===== src/rtl/mux_varredura.sv =====
// mux_varredura: registered N-channel, W-bit multiplexer with valid/ready output.
//
// Picks one of CHANNELS input words, either on an explicit manual request or (optionally)
// by round-robin scanning, and holds the word plus its channel index in an output slot
// under valid/ready flow control. A capture is never dropped: scanning stalls while the
// slot is occupied and resumes on the same channel.
//
// Optional feature: define MUX_AUTOSCAN_EN to compile in the scan mode (dwell counter,
// channel counter and scan states). Without it the block is manual-only and `mode` is
// ignored.
//
// Ports:
//   clk        clock, rising edge
//   rst_n      asynchronous active-low reset
//   data_in    CHANNELS*WIDTH packed words, channel c at [c*WIDTH +: WIDTH]
//   sel_in     manual channel select
//   load       manual capture request, sampled every cycle
//   mode       0 = manual, 1 = scan (only with MUX_AUTOSCAN_EN)
//   out_data   captured word
//   out_chan   channel index of out_data
//   out_valid  out_data/out_chan hold a capture
//   out_ready  downstream accept (transfer on out_valid && out_ready)
//   sel_err    one-cycle pulse after a manual capture with sel_in >= CHANNELS

module mux_varredura #(
    parameter int unsigned WIDTH    = 8,
    parameter int unsigned CHANNELS = 8,
    parameter int unsigned SEL_W    = 3,
    parameter int unsigned DWELL    = 4
) (
    input  logic                      clk,
    input  logic                      rst_n,
    input  logic [CHANNELS*WIDTH-1:0] data_in,
    input  logic [SEL_W-1:0]          sel_in,
    input  logic                      load,
    input  logic                      mode,
    output logic [WIDTH-1:0]          out_data,
    output logic [SEL_W-1:0]          out_chan,
    output logic                      out_valid,
    input  logic                      out_ready,
    output logic                      sel_err
);

    localparam logic [SEL_W-1:0] CHAN_LAST = SEL_W'(CHANNELS - 1);

    logic [WIDTH-1:0] out_data_q;
    logic [SEL_W-1:0] out_chan_q;
    logic             out_valid_q;
    logic             sel_err_q;

    logic             slot_free;
    logic             sel_oor;
    logic             capture;
    logic             cap_err;
    logic [SEL_W-1:0] pick_sel;
    logic [WIDTH-1:0] pick_word;

    assign slot_free = !out_valid_q || out_ready;
    assign sel_oor   = (sel_in > CHAN_LAST);

    // Out-of-range indices match no channel and therefore yield an all-zero word.
    always_comb begin
        pick_word = '0;
        for (int c = 0; c < int'(CHANNELS); c++) begin
            if (pick_sel == SEL_W'(c)) begin
                pick_word = data_in[c*WIDTH +: WIDTH];
            end
        end
    end

`ifdef MUX_AUTOSCAN_EN
    localparam int unsigned      DW_W       = (DWELL > 1) ? $clog2(DWELL) : 1;
    localparam logic [DW_W-1:0]  DWELL_LAST = DW_W'(DWELL - 1);

    typedef enum logic [1:0] {
        StManual,
        StScanWait,
        StScanStall
    } state_e;

    state_e           state_q, state_d;
    logic [SEL_W-1:0] chan_q, chan_d;
    logic [DW_W-1:0]  dwell_q, dwell_d;
    logic [SEL_W-1:0] chan_next;
    logic             unused_cfg;

    assign unused_cfg = 1'b0;
    assign chan_next  = (chan_q == CHAN_LAST) ? '0 : chan_q + 1'b1;

    always_comb begin
        state_d  = state_q;
        chan_d   = chan_q;
        dwell_d  = dwell_q;
        capture  = 1'b0;
        cap_err  = 1'b0;
        pick_sel = sel_in;
        unique case (state_q)
            StManual: begin
                if (mode) begin
                    // chan_q is retained so scanning resumes where it left off.
                    state_d = StScanWait;
                    dwell_d = '0;
                end else if (load && slot_free) begin
                    capture = 1'b1;
                    cap_err = sel_oor;
                end
            end
            StScanWait: begin
                pick_sel = chan_q;
                if (!mode) begin
                    state_d = StManual;
                end else if (dwell_q == DWELL_LAST) begin
                    if (slot_free) begin
                        capture = 1'b1;
                        chan_d  = chan_next;
                        dwell_d = '0;
                    end else begin
                        state_d = StScanStall;
                    end
                end else begin
                    dwell_d = dwell_q + 1'b1;
                end
            end
            StScanStall: begin
                pick_sel = chan_q;
                if (!mode) begin
                    state_d = StManual;
                end else if (slot_free) begin
                    capture = 1'b1;
                    chan_d  = chan_next;
                    dwell_d = '0;
                    state_d = StScanWait;
                end
            end
            default: state_d = StManual;
        endcase
    end

    always_ff @(posedge clk or negedge rst_n) begin
        if (!rst_n) begin
            state_q <= StManual;
            chan_q  <= '0;
            dwell_q <= '0;
        end else begin
            state_q <= state_d;
            chan_q  <= chan_d;
            dwell_q <= dwell_d;
        end
    end
`else
    // Manual-only build: mode and the scan period are don't-cares.
    logic unused_cfg;

    assign unused_cfg = mode ^ (DWELL == 0);

    always_comb begin
        pick_sel = sel_in;
        capture  = load && slot_free;
        cap_err  = load && slot_free && sel_oor;
    end
`endif

    // Output slot: a capture always wins over an accept, so accept+capture in one cycle
    // keeps out_valid high with the new word (no bubble).
    always_ff @(posedge clk or negedge rst_n) begin
        if (!rst_n) begin
            out_data_q  <= '0;
            out_chan_q  <= '0;
            out_valid_q <= 1'b0;
            sel_err_q   <= 1'b0;
        end else begin
            sel_err_q <= cap_err;
            if (capture) begin
                out_data_q  <= pick_word;
                out_chan_q  <= pick_sel;
                out_valid_q <= 1'b1;
            end else if (out_ready) begin
                out_valid_q <= 1'b0;
            end
        end
    end

    assign out_data  = out_data_q;
    assign out_chan  = out_chan_q;
    assign out_valid = out_valid_q;
    assign sel_err   = sel_err_q;

endmodule

===== config.mk =====
export PLATFORM = sky130hd
export DESIGN_NAME = mux_varredura
export DESIGN_NICKNAME = d
export VERILOG_FILES = /design/src/rtl/mux_varredura.sv
export SDC_FILE = /design/constraint.sdc
export NUM_CORES = 1
export LEC_CHECK = 0
export ABC_AREA = 1
export BUFFER_PORTS_ARGS = -buffer_cell sky130_fd_sc_hd__buf_2
export CAP_MARGIN = 30
export CORE_AREA = 2 2 56 58
export CTS_CLUSTER_SIZE = 10
export DETAILED_ROUTE_END_ITERATION = 10
export DIE_AREA = 0 0 58 60
export GPL_TIMING_DRIVEN = 0
export PLACE_DENSITY = 0.77
export SLEW_MARGIN = 20
export SYNTH_ARGS = -nofsm -noshare
export SYNTH_HDL_FRONTEND = slang
export SYNTH_SLANG_ARGS = --single-unit

===== constraint.sdc =====
create_clock -name clk -period 1.6 [get_ports clk]
set_clock_uncertainty 0.2 [all_clocks]
set_input_delay 0.24 -clock clk [delete_from_list [all_inputs] [get_ports clk]]
set_output_delay 0.24 -clock clk [all_outputs]
set_load 0.01 [all_outputs]

==> summary.md, run 1 <==
| Metric | Value |
|---|---|
| Status | `finished, final reports clean` |
| F_max | `698.4 MHz` |
| Die Area | `approximately 3500 µm²` |
| Rows | `20` |
| Hold Crit Class | `in -> reg` |
| Via count | `roughly 1400` |
| CTS tree | `built` |
| Vias in the first global route | `1356` |
| Root Buffer | `clkbuf_4` |
| Initial antenna violation count | `0` |
| Final Setup Violations | `0` |
| Worst-Skew Late Latency | `0.27 ns` |
| Synthesis-to-finish area growth | `46.05%` |
| WS Path Type | `in -> reg` |
| Post-Syn Area | `1062 µm²` |
| Hold depth | `3` |
| Worst reg2reg startpoint | `out_valid` |
| Multi-input gate area | `619.3 µm²` |
| DRT iter0 DRCs | `36` |
| Worst endpoint data arrival time | `1.45 ns` |
| Max-slew headroom | `0.6268` |
| Seq/Total Area, Yosys | `0.3062` |
| Reg clk slew, reported paths | `about 0.070 ns` |
| Final min period | `1.432 ns` |
| DR DRC count | `0` |
| First-pass GRT wire length | `5.375 mm` |
| Fin. Hold Viols | `0` |
| Post CTS Setup Buffer Count | `0` |
| Syn_area_per_cell | `6.105 µm²` |
| Max_cap viols | `0` |
| Pin count of the biggest net entering global routing | `14` |
| Synthesized instance count | `approximately 170` |
| Detail Placement HPWL | `2.730 mm` |
| Worst R2R Path Depth | `6` |
| PwrDens | `619.6 nW/µm²` |
| #FFs+latches synth | `13` |
| Die Y-Extent | `60 µm` |
| Top-Level Pins | `85` |
| Worst EP required | `approximately 1.6 ns` |
| R2R Setup Slk | `around 0.19 ns` |
| Tcrit/Tclk final | `0.8949` |
| Port Buffers | `82` |
| DRT Wirelength | `3.301 mm` |
| Die X | `roughly 58 µm` |
| # fillers | `approximately 330` |
| Tightest Pin Transition | `approximately 0.56 ns` |
| Yosys warns | `0` |
| Kind of end point of the critical path | `flip-flop` |
| TritonCTS buffer count | `3` |
| Routability-driven placement congestion ratio | `0.8316` |
| DRT Pass-1 Iters | `4` |
| Hold Path Origin | `load` |
| Fin Setup TNS | `0 ns` |
| Initial Utilization | `0.3659` |
| Critical path fanouts, max | `10` |
| Setup crit start kind | `primary input` |
| GRT Overall Usage | `0.1986` |
| Lkg Pwr | `0.9121 nW` |
| Core area | `2903 µm²` |
| Routed len/inst | `11.23 µm` |
| Synthesized Nets | `246` |
| Share of cells above drive strength 1 | `0.3678` |
| Total Power | `961.3 µW` |
| Max IR drop VDD | `0.7308 mV` |
| Nets | `334` |
| RSZ-0062 raised after global routing | `no` |
| GRT overflow | `0` |
| Max-slew violations | `0` |
| Yosys cell types | `16` |
| Hold EP | `out_data[3]` |
| Register area | `325.3 µm²` |
| H-tree Lvls | `1` |
| CTS sink cnt | `13` |
| Reg-to-Reg End | `out_data[0]` |
| Longest Clk Path Bufs | `2` |
| Detail Route Antenna Nets | `0` |
| Number of antenna cells inserted | `0` |
| Via/cell ratio | `approximately 4.8` |
[logic make-up after synthesis]
| group | synth area share |
|---|---|
| buffers and inverters | 0.1107 |
| flip-flops | 0.3062 |
| other | 0.003530 |
| AO/OA/AOI/OAI | 0.09422 |
| AND/OR/NAND/NOR | 0.4853 |
[stage by stage]
step	cells	hold WS [ns]	util	worst slack, ns	instance area [µm²]
global placement	289	-0.06142	0.5216	-0.1141	1514
detailed placement	289	-0.05908	0.5216	-0.1384	1514
floorplan	174	-0.2556	-	0.1626	1062
CTS	294	0.04953	0.5341	0.1515	1550
global route	294	0.06785	0.5345	0.02107	1551
finish	294	0.05439	0.5345	0.1682	1551
[critical path, cell delays in order]
cell and delay [ns]:
buf_2 0.13, inv_1 0.18, buf_2 0.26, nand3_1 0.24
nor2_1 0.15, nor2_1 0.06, nand4_1 0.07, nand2_1 0.06
nand2_1 0.05
[placed cells by master, fill, tap and decap left out]
cell type and instances:
nand3_1 18, a21oi_1 17, inv_2 1, dlygate4sd3_1 1, clkbuf_4 3, nor2_1 19, o21ai_0 3, buf_2 85
conb_1 1, dfrtp_1 13, buf_4 1, clkbuf_1 3, nor3_2 3, inv_1 20, nand4_1 18, nand2_1 52
nor3_4 1, clkbuf_2 2
[report_power, final]
part | switching (mW) | leakage (nW) | internal (mW)
registers | 0.0254 | 0.159 | 0.379
logic | 0.196 | 0.738 | 0.162
clock network | 0.102 | 0.0150 | 0.0966
total | 0.324 | 0.912 | 0.638
[what timing repair did]
item	4_1_cts	5_1_grt
endpoints found under the setup margin	0	1
resized for setup	0	2
hold buffers	1	0
endpoints found under the hold margin	13	0
[Yosys cell counts]
cell / count / share of area
conb_1: 1 / 0.0035
nand3_1: 18 / 0.085
inv_2: 1 / 0.0035
o21ai_0: 3 / 0.014
clkbuf_1: 3 / 0.011
nor3_4: 1 / 0.015
nand2_1: 52 / 0.18
dfrtp_1: 13 / 0.31
nor2_1: 19 / 0.067
buf_2: 3 / 0.014
clkbuf_2: 1 / 0.0047
nand4_1: 18 / 0.11
nor3_2: 3 / 0.028
a21oi_1: 17 / 0.080
buf_4: 1 / 0.0071
inv_1: 20 / 0.071
[metal layers]
layer  GRT usage  share of wire
met1      0.2377           0.45
met3     0.05195          0.072
met2      0.3636           0.47
met5           0              0
met4     0.02990         0.0048
[layout make-up]
type | instances | area share
buffer | 8 | 0.02581
inverter | 21 | 0.05081
timing repair buffer | 83 | 0.2710
clock buffer | 4 | 0.01694
multi-input combinational | 132 | 0.3992
sequential | 13 | 0.2097
tap | 33 | 0.02661
[registers in the layout (all words and copies together), names as in the netlist]
signal / count
out_chan: 3
out_valid: 1
sel_err: 1
out_data: 8
[worst max path at each step]
| stage | start | end | slack (ns) | depth (start not counted) |
|---|---|---|---|---|
| finish | sel_in[2] | out_data[7] | 0.17 | 9 |
| global route | out_valid | out_data[4] | 0.02 | 6 |
| CTS | sel_in[2] | out_data[2] | 0.15 | 9 |
| detailed placement | sel_in[2] | out_data[2] | -0.14 | 9 |
| global placement | sel_in[2] | out_data[2] | -0.11 | 9 |
| floorplan | sel_in[1] | out_data[0] | 0.16 | 7 |
(Power assumes the default switching activity.)
==> run 2, diff against run 1 <==
--- a/config.mk
+++ b/config.mk
@@ -8,12 +8,12 @@
 export ABC_AREA = 1
 export BUFFER_PORTS_ARGS = -buffer_cell sky130_fd_sc_hd__buf_2
 export CAP_MARGIN = 30
-export CORE_AREA = 2 2 56 58
+export CORE_AREA = 2 2 55 57
 export CTS_CLUSTER_SIZE = 10
 export DETAILED_ROUTE_END_ITERATION = 10
-export DIE_AREA = 0 0 58 60
+export DIE_AREA = 0 0 57 59
 export GPL_TIMING_DRIVEN = 0
-export PLACE_DENSITY = 0.77
+export PLACE_DENSITY = 0.79
 export SLEW_MARGIN = 20
 export SYNTH_ARGS = -nofsm -noshare
 export SYNTH_HDL_FRONTEND = slang
==> constraint.sdc (replaced) <==
create_clock -name clk -period 1.7 [get_ports clk]
set_clock_uncertainty 0.2 [all_clocks]
set_input_delay 0.255 -clock clk [delete_from_list [all_inputs] [get_ports clk]]
set_output_delay 0.255 -clock clk [all_outputs]
set_load 0.01 [all_outputs]
==> run 2 against run 1 <==
Hold slack improved by 0.0017 ns. Power down 5.3%. Cell count down 0.68%. Non-clock buffer count unchanged. Sequential cell count did not move. Wire length grew 3.4%. Sequential share of layout area increased by 0.051 points. Critical path type unchanged. Combinational power decreased by 5%. First-iteration DRC count increased by 22%. Die area decreased by 3.4%. Largest power group unchanged. Critical endpoint is now out_data[4].
==> summary.md, run 2 (synthesized netlist as in run 1, its figures left out) <==
| Metric | Value |
|---|---|
| Slowest CP cell | `buf_2 (unchanged)` |
| Top delay family on crit path | `buffers and inverters (was simple AND/OR/NAND/NOR gates)` |
| Status | `finished, final reports clean (unchanged)` |
| Max_cap viols | `0 (unchanged)` |
| Number of antenna cells inserted | `0 (unchanged)` |
| GRT overflow | `0 (unchanged)` |
| Detail Route Antenna Nets | `0 (unchanged)` |
| Die X | `57 µm (was 58 µm)` |
| Detail Placement HPWL | `2.695 mm (was 2.730 mm)` |
| Max-slew headroom | `0.6323 (was 0.6268)` |
| Worst Path Buf+Inv | `4 (was 3)` |
| GRT Overall Usage | `0.2037 (was 0.1986)` |
| Worst-Skew Late Latency | `0.27 ns (about the same)` |
| TritonCTS buffer count | `3 (unchanged)` |
| F_max | `672.4 MHz` |
| DRT Wirelength | `3.414 mm (was 3.301 mm)` |
| WS Path Type | `in -> reg (unchanged)` |
| Initial antenna violation count | `0 (unchanged)` |
| Pin count of the biggest net entering global routing | `14 (unchanged)` |
| Max IR drop VDD | `0.7501 mV (was 0.7308 mV)` |
| Most frequent cells in the layout | `85 x buf_2, 52 x nand2_1, 20 x inv_1 (unchanged)` |
| Core area | `2710 µm² (was 2903 µm²)` |
| Critical path fanouts, max | `10 (unchanged)` |
| H-tree Lvls | `1 (unchanged)` |
| Final min period | `1.487 ns` |
| Max reg flops | `8 (unchanged)` |
| Fin util | `0.5711 (was 0.5345)` |
| Hold Crit Class | `in -> reg (unchanged)` |
| Worst R2R Path Depth | `6 (unchanged)` |
| Post-Place Cells | `287 (was 289)` |
| CTS tree | `built (unchanged)` |
| Setup crit start kind | `primary input (unchanged)` |
| Reg clk slew, reported paths | `0.08 ns (was 0.07 ns)` |
| Hold depth | `4 (was 3)` |
| Finished Cell Area | `1548 µm² (was 1551 µm²)` |
| First-pass GRT wire length | `5.451 mm (was 5.375 mm)` |
| Vias in the first global route | `1394 (was 1356)` |
| Placed instance area | `1511 µm² (was 1514 µm²)` |
| Sequence of cells on the critical path | `buf_2 -> inv_2 -> buf_2 -> nand3_1 -> inv_1 -> a21oi_1 -> nand4_1 -> nand2_1 -> nand2_1 (was buf_2 -> inv_1 -> buf_2 -> nand3_1 -> nor2_1 -> nor2_1 -> nand4_1 -> nand2_1 -> nand2_1)` |
| Via count | `1459 (was 1404)` |
| Final Setup Violations | `0 (unchanged)` |
| Kind of end point of the critical path | `flip-flop (unchanged)` |
| Initial Utilization | `0.3920 (was 0.3659)` |
| Tightest Pin Transition | `0.5485 ns (was 0.5567 ns)` |
| Rows | `19 (was 20)` |
| Worst endpoint data arrival time | `1.50 ns (was 1.45 ns)` |
| Final hold slack | `0.05606 ns (was 0.05439 ns)` |
| Port Buffers | `82 (unchanged)` |
| Routed len/inst | `11.69 µm (was 11.23 µm)` |
| # fillers | `298 (was 331)` |
| Longest Clk Path Bufs | `2 (unchanged)` |
| Fin. Hold Viols | `0 (unchanged)` |
| Routability-driven placement congestion ratio | `0.8019 (was 0.8316)` |
| Synthesis-to-finish area growth | `45.70% (was 46.05%)` |
| Commonest non-fill, non-tap cell in the layout | `buf_2 (unchanged)` |
| Max-slew violations | `0 (unchanged)` |
| CTS sink cnt | `13 (unchanged)` |
| Nets | `334 (unchanged)` |
| DRT Pass-1 Iters | `6 (was 4)` |
| DR DRC count | `0 (unchanged)` |
| Post-cts resize count | `0 (unchanged)` |
| Die Y-Extent | `59 µm (was 60 µm)` |
| Via/cell ratio | `4.997 (was 4.776)` |
| Lkg Pwr | `0.9091 nW (was 0.9121 nW)` |
| DRT iter0 DRCs | `44 (was 36)` |
| PwrDens | `588.3 nW/µm² (was 619.6 nW/µm²)` |
| Fin cells | `292 (was 294)` |
| Worst EP required | `1.72 ns (was 1.61 ns)` |
| Root Buffer | `clkbuf_4 (unchanged)` |
| Share of cells above drive strength 1 | `0.3640 (was 0.3678)` |
| RSZ-0062 raised after global routing | `no (unchanged)` |
| Critical Path Max Stage Delay | `0.23 ns (was 0.26 ns)` |
| Worst path depth | `9 (unchanged)` |
| Die Area | `3363 µm² (was 3480 µm²)` |
| Tcrit/Tclk final | `0.8748` |
| Top-Level Pins | `85 (unchanged)` |
| CTS Hold Buffers Added | `1 (unchanged)` |
| Post CTS Setup Buffer Count | `0 (unchanged)` |
==> run 2: report_power, final <==
group / switching, mW / internal [mW]
clock: 0.0981 / 0.0910
combinational: 0.188 / 0.152
sequential: 0.0249 / 0.357
==> run 2: path summary, 6_finish.rpt <==
path	slack, ns	startpoint	endpoint
max in group asynchronous	0.88	rst_n	out_data[7]
setup / recovery	0.21	sel_in[0]	out_data[4]
setup reg to reg	0.28	out_valid	out_data[4]
min in group asynchronous	0.20	rst_n	sel_err
hold / removal	0.06	out_ready	out_valid
hold reg to reg	0.28	out_data[7]	out_data[7]
==> run 2: per-layer routing <==
layer  routed length (µm)  GRT usage  up-vias
met5                    0          0        -
met4                   21    0.03987        0
met3                  287    0.05677        4
met2                 1697     0.3875       72
met1                 1408     0.2275      638
li1                     -          -      745
==> run 2: area by class of cell <==
| type | count | area (µm²) | area share |
|---|---|---|---|
| flip-flops and latches | 13 | 325.3 | 0.2102 |
| plain buffers | 8 | 38.79 | 0.02506 |
| multi-input cells | 132 | 619.3 | 0.4002 |
| clock buffers | 4 | 26.28 | 0.01698 |
| inverters | 21 | 78.83 | 0.05093 |
| repair buffers | 83 | 420.4 | 0.2716 |
| well taps | 31 | 38.79 | 0.02506 |
==> run 2: through the flow <==
stage,setup slack (ns),total power [mW],TNS (ns)
floorplan,0.2476,0.5546,0
global placement,-0.02259,0.7209,-0.08624
detailed placement,-0.05051,0.7254,-0.2006
CTS,0.2383,0.9159,0
global route,0.04121,0.9871,0
finish,0.2129,0.9105,0
==> run 2: tightest hold or removal path, stage by stage <==
cell and delay (ns):
buf_2 0.07, inv_1 0.03, nand2_1 0.08, nand2_1 0.06
==> run 3, diff against run 2 <==
--- a/config.mk
+++ b/config.mk
@@ -9,6 +9,7 @@
 export BUFFER_PORTS_ARGS = -buffer_cell sky130_fd_sc_hd__buf_2
 export CAP_MARGIN = 30
 export CORE_AREA = 2 2 55 57
+export CTS_BUF_LIST = sky130_fd_sc_hd__clkbuf_16
 export CTS_CLUSTER_SIZE = 10
 export DETAILED_ROUTE_END_ITERATION = 10
 export DIE_AREA = 0 0 57 59
==> run 3 against run 2 <==
Core utilization grew 2.1 points. Sequential power is essentially flat. Via count shrank 0.96%. Register-to-register slack is essentially flat. Critical endpoint unchanged. Cell count is the same. Sequential cell count is the same. Combinational power is essentially flat. Fmax shrank 3.2%. Setup slack lost 0.049 ns. Global-route usage grew 0.28 points. Clock power grew 130%. Wire length grew 1.5%.
==> summary.md, run 3 (synthesized netlist as in run 1, its figures left out) <==
| Metric | Value |
|---|---|
| Die Y-Extent | `59 µm (unchanged)` |
| Tightest Pin Transition | `0.5603 ns (was 0.5485 ns)` |
| Worst Path Buf+Inv | `4 (unchanged)` |
| Setup crit start kind | `primary input (unchanged)` |
| Finished Cell Area | `1605 µm² (was 1548 µm²)` |
| Initial Utilization | `0.3920 (unchanged)` |
| Final Setup Violations | `0 (unchanged)` |
| Synthesis-to-finish area growth | `51.12% (was 45.70%)` |
| Top delay family on crit path | `buffers and inverters (unchanged)` |
| Fin Setup TNS | `0 ns (unchanged)` |
| Max-slew violations | `0 (unchanged)` |
| Worst-Skew Late Latency | `0.24 ns (was 0.27 ns)` |
| Kind of end point of the critical path | `flip-flop (unchanged)` |
| Worst endpoint data arrival time | `1.51 ns (was 1.50 ns)` |
| GRT overflow | `0 (unchanged)` |
| GRT met3 Usage | `0.05022 (was 0.05677)` |
| Register area | `325.3 µm² (unchanged)` |
| Detail Route Antenna Nets | `0 (unchanged)` |
| Port Buffers | `82 (unchanged)` |
| Slowest CP cell | `inv_1 (was buf_2)` |
| Initial antenna violation count | `0 (unchanged)` |
| Final min period | `1.536 ns (was 1.487 ns)` |
| Hold Crit Class | `in -> reg (unchanged)` |
| Die Area | `3363 µm² (unchanged)` |
| F_max | `651.1 MHz (was 672.4 MHz)` |
| CTS tree | `built (unchanged)` |
| Pin count of the biggest net entering global routing | `14 (unchanged)` |
| Pint | `820.1 µW (was 600.0 µW)` |
| Final hold slack | `0.1026 ns (was 0.05606 ns)` |
| # fillers | `291 (was 298)` |
| Critical path fanouts, max | `10 (unchanged)` |
| Max_cap viols | `0 (unchanged)` |
| Lkg Pwr | `0.9374 nW (was 0.9091 nW)` |
| Number of antenna cells inserted | `0 (unchanged)` |
| RSZ-0062 raised after global routing | `no (unchanged)` |
| Worst setup margin | `0.1641 ns (was 0.2129 ns)` |
| Die X | `57 µm (unchanged)` |
| CTS sink cnt | `13 (unchanged)` |
| Routability-driven placement congestion ratio | `0.8019 (unchanged)` |
| Multi-input gate area | `624.3 µm² (was 619.3 µm²)` |
| Routed len/inst | `11.87 µm (was 11.69 µm)` |
| Top-Level Pins | `85 (unchanged)` |
| TritonCTS buffer count | `3 (unchanged)` |
| Max IR drop VDD | `0.7399 mV (was 0.7501 mV)` |
| Worst setup startpoint | `sel_in[0] (unchanged)` |
| Worst EP required | `1.67 ns (was 1.72 ns)` |
| PwrDens | `716.9 nW/µm² (was 588.3 nW/µm²)` |
| Sw Ratio | `0.2874 (was 0.3411)` |
| Sw Pwr | `330.8 µW (was 310.5 µW)` |
| Combinational cell fraction of total power | `0.297 (was 0.373)` |
| Hold Path Origin | `out_ready (unchanged)` |
| GRT Overall Usage | `0.2065 (was 0.2037)` |
| Max reg flops | `8 (unchanged)` |
| Sequence of cells on the critical path | `buf_2 -> inv_2 -> buf_2 -> nand3_1 -> inv_1 -> a21oi_1 -> nand4_1 -> nand2_1 -> nand2_1 (unchanged)` |
| Tcrit/Tclk final | `0.9035 (was 0.8748)` |
| Critical Path Max Stage Delay | `0.24 ns (was 0.23 ns)` |
| H-tree Lvls | `1 (unchanged)` |
| Core area | `2710 µm² (unchanged)` |
| Sequential power share | `0.333 (was 0.419)` |
| Reg clk slew, reported paths | `0.04 ns (was 0.08 ns)` |
| Fin util | `0.5923 (was 0.5711)` |
| First-pass GRT wire length | `5.485 mm (was 5.451 mm)` |
| Status | `finished, final reports clean (unchanged)` |
| Placed instance area | `1511 µm² (unchanged)` |
| DR DRC count | `0 (unchanged)` |
| Nets | `334 (unchanged)` |
| Commonest non-fill, non-tap cell in the layout | `buf_2 (unchanged)` |
| WS Path Type | `in -> reg (unchanged)` |
| DRT iter0 DRCs | `34 (was 44)` |
| Grt peak-use layer | `met2 (unchanged)` |
| Fin. Hold Viols | `0 (unchanged)` |
| Max-slew headroom | `0.6244 (was 0.6323)` |
| Clock network fraction of total power | `0.370 (was 0.208)` |
| Vias in the first global route | `1388 (was 1394)` |
| Place WS | `-0.05051 ns (unchanged)` |
| Detail Placement HPWL | `2.695 mm (unchanged)` |
| Root Buffer | `clkbuf_16 (was clkbuf_4)` |
| Post CTS Setup Buffer Count | `0 (unchanged)` |
| Rows | `19 (unchanged)` |
| DRT Pass-1 Iters | `4 (was 6)` |
| Via count | `1445 (was 1459)` |
| Via/cell ratio | `4.949 (was 4.997)` |
| Most frequent cells in the layout | `85 x buf_2, 52 x nand2_1, 21 x inv_1 (was 85 x buf_2, 52 x nand2_1, 20 x inv_1)` |
| M2 GR Usage | `0.3908 (was 0.3875)` |
| Longest Clk Path Bufs | `2 (unchanged)` |
| Share of cells above drive strength 1 | `0.3678 (was 0.3640)` |
| DRT Wirelength | `3.465 mm (was 3.414 mm)` |
| Worst reg2reg startpoint | `out_valid (unchanged)` |
| GRT met1 Usage | `0.2289 (was 0.2275)` |
run 3: final timing paths:
check                                    to  slack (ns)  cells after the start
worst max-delay path            out_data[4]        0.16                      9
worst max register to register  out_data[5]        0.28                      6
max in group asynchronous       out_chan[2]        0.83                      2
min in group asynchronous       out_data[7]        0.25                      2
worst min-delay path              out_valid        0.10                      4
worst min register to register  out_data[7]        0.27                      2
run 3: final cells by class:
class	instances	share of cell area
tap	31	0.02416
clock inverter	1	0.002338
inverter	21	0.04910
multi-input combinational	132	0.3889
sequential	13	0.2026
timing repair buffer	83	0.2619
clock buffer	3	0.04677
buffer	8	0.02416
run 3: routing by layer:
layer	vias to the layer above	wire [µm]
met4	0	49
li1	744	-
met1	638	1512
met5	-	0
met3	6	212
met2	57	1691
run 3: through the flow:
step | cells | power, mW
global route | 292 | 1.231
global placement | 287 | 0.7209
CTS | 292 | 1.160
floorplan | 174 | 0.5546
finish | 292 | 1.151
detailed placement | 287 | 0.7254
run 3: what timing repair did:
| item | 4_1_cts | 5_1_grt |
|---|---|---|
| hold buffers | 1 | 0 |
| gates resized for setup | 0 | 1 |
| endpoints found under the setup margin | 0 | 1 |
| endpoints found under the hold margin | 13 | 0 |
run 3: power by group through the flow:
stage | Combinational, mW | Sequential (mW) | Clock, mW
floorplan | 0.144 | 0.411 | 0
global placement | 0.335 | 0.386 | 0
detailed placement | 0.339 | 0.386 | 0
CTS | 0.342 | 0.383 | 0.435
global route | 0.384 | 0.390 | 0.456
finish | 0.341 | 0.384 | 0.426
run 3: worst min-delay path: cells and delay by family:
| kind | cells | cell delay [ns] |
|---|---|---|
| AND/OR/NAND/NOR | 2 | 0.14 |
| buffers and inverters | 2 | 0.11 |
